File: src/rtl/ac_alu_stage.sv
// ac_alu_stage: three-state (IDLE/EXEC/WRITE) accumulator ALU stage feeding an AC register.
// In: CLK, CLR (async high), START, OP[3:0], AC_IN, DR_IN. Out: Data, LD, INC, E, BUSY, DONE, ERR.
module ac_alu_stage #(
  parameter int WIDTH = 8
) (
  input  logic             CLK,
  input  logic             CLR,
  input  logic             START,
  input  logic [3:0]       OP,
  input  logic [WIDTH-1:0] AC_IN,
  input  logic [WIDTH-1:0] DR_IN,
  output logic [WIDTH-1:0] Data,
  output logic             LD,
  output logic             INC,
  output logic             E,
  output logic             BUSY,
  output logic             DONE,
  output logic             ERR
);
  typedef enum logic [1:0] {IDLE, EXEC, WRITE} state_t;
  state_t state_q, state_d;
  logic [3:0] op_q, op_d;
  logic [WIDTH-1:0] a_q, a_d, d_q, d_d, data_q, data_d, res;
  logic e_op_q, e_op_d, e_q, e_d, ld_q, ld_d, inc_q, inc_d;
  logic busy_q, busy_d, done_q, done_d, err_q, err_d, e_nx, e_upd;
  always_comb begin
    res  = '0;
    e_nx = e_op_q;
    case (op_q)
      4'd0: res = a_q & d_q;
      4'd1: {e_nx, res} = {1'b0, a_q} + {1'b0, d_q};
      4'd2: res = d_q;
      4'd4: res = ~a_q;
      4'd5: {res, e_nx} = {e_op_q, a_q};
      4'd6: {e_nx, res} = {a_q, e_op_q};
      4'd8: e_nx = 1'b0;
      4'd9: e_nx = ~e_op_q;
      default: res = '0;
    endcase
  end
  assign e_upd = (op_q == 4'd1) | (op_q == 4'd5) | (op_q == 4'd6) | (op_q == 4'd8) | (op_q == 4'd9);
  always_comb begin
    state_d = state_q;
    op_d    = op_q;
    a_d     = a_q;
    d_d     = d_q;
    e_op_d  = e_op_q;
    data_d  = data_q;
    e_d     = e_q;
    busy_d  = busy_q;
    ld_d    = 1'b0;
    inc_d   = 1'b0;
    done_d  = 1'b0;
    err_d   = 1'b0;
    case (state_q)
      IDLE: if (START) begin
        state_d = EXEC;
        op_d    = OP;
        a_d     = AC_IN;
        d_d     = DR_IN;
        e_op_d  = e_q;
        busy_d  = 1'b1;
      end
      EXEC: begin
        state_d = WRITE;
        ld_d    = op_q <= 4'd6;
        inc_d   = op_q == 4'd7;
        err_d   = op_q > 4'd9;
        done_d  = 1'b1;
        data_d  = op_q <= 4'd6 ? res : data_q;
      end
      WRITE: begin
        state_d = IDLE;
        busy_d  = 1'b0;
        e_d     = e_upd ? e_nx : e_q;
      end
      default: state_d = IDLE;
    endcase
  end
  always_ff @(posedge CLK or posedge CLR) begin
    if (CLR) begin
      state_q <= IDLE;
      op_q    <= '0;
      a_q     <= '0;
      d_q     <= '0;
      e_op_q  <= 1'b0;
      data_q  <= '0;
      e_q     <= 1'b0;
      busy_q  <= 1'b0;
      ld_q    <= 1'b0;
      inc_q   <= 1'b0;
      done_q  <= 1'b0;
      err_q   <= 1'b0;
    end else begin
      state_q <= state_d;
      op_q    <= op_d;
      a_q     <= a_d;
      d_q     <= d_d;
      e_op_q  <= e_op_d;
      data_q  <= data_d;
      e_q     <= e_d;
      busy_q  <= busy_d;
      ld_q    <= ld_d;
      inc_q   <= inc_d;
      done_q  <= done_d;
      err_q   <= err_d;
    end
  end
  assign Data = data_q;
  assign LD   = ld_q;
  assign INC  = inc_q;
  assign E    = e_q;
  assign BUSY = busy_q;
  assign DONE = done_q;
  assign ERR  = err_q;
endmodule
File: config.mk
export PLATFORM = sky130hd
export DESIGN_NAME = ac_alu_stage
export DESIGN_NICKNAME = d
export VERILOG_FILES = /design/src/rtl/ac_alu_stage.sv
export SDC_FILE = /design/constraint.sdc
export NUM_CORES = 1
export LEC_CHECK = 0
export ABC_AREA = 1
export BUFFER_PORTS_ARGS = -buffer_cell sky130_fd_sc_hd__buf_2
export CAP_MARGIN = 10
export CORE_ASPECT_RATIO = 0.9
export CORE_MARGIN = 8
export CORE_UTILIZATION = 30
export CTS_BUF_LIST = sky130_fd_sc_hd__clkbuf_8 sky130_fd_sc_hd__clkbuf_16
export CTS_CLUSTER_SIZE = 20
export DETAILED_ROUTE_END_ITERATION = 8
export PLACE_DENSITY = 0.52
export RECOVER_POWER = 50
export SYNTH_ARGS = -nofsm -noshare
export SYNTH_HDL_FRONTEND = slang
export SYNTH_SLANG_ARGS = --single-unit
File: constraint.sdc
create_clock -name CLK -period 2.1 [get_ports CLK]
set_input_delay 0.21 -clock CLK [delete_from_list [all_inputs] [get_ports CLK]]
set_output_delay 0.21 -clock CLK [all_outputs]
set_load 0.005 [all_outputs]
==> impl_results.md <==
- Largest net degree at the start of global routing: 38
- CP endpoint kind: flop
- Routability cong.: 0.828
- Top cells by area, synth: dfrtp_1, nand2_1, inv_1
- Buf/Inv on CP: 2
- Setup Buffers After CTS: 0
- CP max-delay cell: dfrtp_1
- Top FF cell, synth: dfrtp_1
- DIE AREA: 10,300 sq um
- GR Layer Usage met2: 17.8%
- Peak VDD IR: 0.474 mV
- Power Total: 2.71 mW
- Grt peak-use layer: met2
- Crit-path max FO: 4
- Vias in the first global route: 2,164
- Die height: 97.0 um
- Yosys top cell by area: dfrtp_1
- Via count: 1,971
- Final #Nets: 369
- HP Class: in2reg
- GRT met1 Usage: 16.1%
- Non-filler instance count after layout: 431
- Pwr/cell area: 1050 nW/um^2
- Grt total ovfl: 0
- Crit start category: flop
- Worst-case reg-to-reg path depth: 13
- Final Max Tran Viols: 0
- Area Growth Syn to Fin: 17.9%
- Worst-Margin Slew: 0.919 ns
- WL/cell: 13.2 um
- Top cell type's share of synthesized area: 42.4%
- Reg2reg end: Data[6]
- First-pass GRT wire length: 10.3 mm
- TritonCTS clock tree: yes
- Syn Inst Count: 294
- Slew HR: 38.8%
- Synth Register Bits: 37
- Clock Root Buffer: clkbuf_8
- Crit path kind: reg2reg
- Fin. Hold Viols: 0
- Total negative slack: 0 ns
- Final core occ: 36.6%
- Post-synth ARST share: 100%
- Final period util: 86.5%
- Post-synth EDFFs: 0
- Critical Path AT: 2.00 ns
- N_diodes: 0
- Slowest stage delay, CP: 0.40 ns
- Post-CTS sizing: 0
- Yosys warns: 0
- Longest Clk Path Bufs: 2
- R2R Path Start: a_q[0]
- Via-per-instance ratio: 4.57
- Placed insts: 423
- Total track usage: 12.0%
- Synth Net Count: 326
- Clock Sinks: 37
- Levels on crit path: 13
- Die width: 106 um
- Fraction of layout cells with a size suffix above 1: 18.6%
- CORE AREA: 7040 sq um
- Setup violations, final: 0
- Initial antenna violation count: 0
- Worst Setup SP: a_q[0]
- Leak: 1.38 nW
- Rows: 29
- Cts bufs inserted: 5
- DRT Pass-1 Iters: 4
- Cts hold-fix bufs: 0
- DP HPWL: 4.29 mm
- Starting density of the core: 31.1%
- Post-Syn Area: 2190 sq um
- DRT iter0 DRCs: 116
- H-tree Lvls: 2
- Ports: 37
- Seq/Total Area, Yosys: 42.4%
- Final ANT Viol Nets: 0
- Run status: finished clean
- DRC: 0
- Port Buffer Count: 36
- Unrepaired setup endpoints after global routing: no
- Post-synthesis area per instance: 7.43 sq um
- Most frequent CP cell: nand2_1
- Synth unique cells: 26
- Fin crit period: 1.82 ns
- Worst Skew: 0.00416 ns
- R2R Setup Slk: 0.28 ns
- Clock transition at the registers of the reported paths: 0.08 ns
- Crit path cell chain: ha_1, inv_1, fa_1, inv_1, nand2_1, nand2_1, nand3_1, nand2_1, nand2_1, nand3_1, nand2_1, nand2_1, nand2_1
- Peak Freq: 550 MHz
- Routing usage on met3: 3.91%
- Final WL: 5.67 mm
- Crit path to: Data[6]
- Later-pin clock latency in the skew report: 0.28 ns
- CP required: 2.28 ns
- Top Family by Delay on Critical Path: simple AND/OR/NAND/NOR gates
- Max cap viols: 0
## cells by family (layout without fill, tap and decap cells)
logic type / Yosys count / count (layout) / share of synthesized area [%]
AO/OA/AOI/OAI: 40 / 40 / 10.1
adder cells (fa/ha/maj): 9 / 9 / 5.50
flip-flops: 37 / 37 / 42.4
AND/OR/NAND/NOR: 164 / 164 / 34.1
buffers and inverters: 44 / 88 / 7.90
## area by class of cell
class                   count  area [sq um]
inverters                  41           159
flip-flops and latches     37           926
fillers                   779          4460
well taps                  93           116
clock buffers               7          96.3
multi-input cells         213          1080
clock inverters             1          5.00
repair buffers             39           196
## sequential cells by signal (all words and copies together), names as in the netlist, 2 cells and up
register  flops
Data          8
a_q           8
d_q           8
op_q          4
state_q       2
## per-layer routing
| layer | wire length [um] | vias to the layer above |
|---|---|---|
| met5 | 0 | - |
| met4 | 63 | 0 |
| met3 | 394 | 5 |
| met2 | 2380 | 44 |
| met1 | 2830 | 893 |
| li1 | - | 1029 |
## worst reg2reg max path: stages (launching register included)
cell and delay, ns:
dfrtp_1 0.40, ha_1 0.19, inv_1 0.07, fa_1 0.38, inv_1 0.07, nand2_1 0.06, nand2_1 0.09, nand3_1 0.10
nand2_1 0.07, nand2_1 0.07, nand3_1 0.07, nand2_1 0.06, nand2_1 0.06, nand2_1 0.04
## cell usage after synthesis, types with 2 or more instances
library cell / number
nand2_1: 100
dfrtp_1: 37
inv_1: 33
nand3_1: 24
nor2_1: 22
o21ai_0: 17
o22ai_1: 10
ha_1: 8
inv_2: 6
nor2_4: 5
o21ai_1: 5
a21oi_1: 4
nand2_4: 3
buf_2: 2
inv_4: 2
nand2_2: 2
nand3b_1: 2
nor2_2: 2
nor4_1: 2
o211ai_1: 2
## per-stage QoR
| step | cell area (sq um) | setup slack [ns] | hold slack (ns) |
|---|---|---|---|
| after CTS | 2590 | 0.278 | 0.0423 |
| after detailed placement | 2490 | 0.285 | 0.356 |
| after floorplan | 2190 | 0.463 | 0.320 |
| final | 2580 | 0.283 | 0.115 |
| after global routing | 2580 | 0.0583 | 0.125 |
| after global placement | 2490 | 0.355 | 0.355 |
## worst min path at each step
stage,startpoint,end,slack (ns),depth (start not counted)
4_1_cts,CLR,d_q[6],0.04,3
2_1_floorplan,AC_IN[6],a_q[6],0.32,2
6_report,DR_IN[6],d_q[6],0.12,3
3_5_place_dp,CLR,d_q[6],0.36,3
3_3_place_gp,CLR,d_q[6],0.36,3
5_1_grt,AC_IN[7],a_q[7],0.12,3
## placed cells by master (no fill, tap or decap), drive strengths merged
| master | count |
|---|---|
| nand2 | 105 |
| clkinv | 1 |
| clkbuf | 11 |
| fa | 1 |
| a31oi | 1 |
| o22ai | 10 |
| nor4 | 2 |
| o21ai | 22 |
| ha | 8 |
| nor2 | 30 |
| nor3 | 1 |
| nand3 | 24 |
| a21oi | 4 |
| buf | 35 |
| a21o | 1 |
| nand3b | 2 |
| inv | 41 |
| dfrtp | 37 |
| o211ai | 2 |
## report_power, final
group          internal (mW)  switching [mW]
Clock                  0.297           0.255
Combinational          0.405           0.691
Sequential             0.900           0.163
Power figures use the tool's default switching activity.
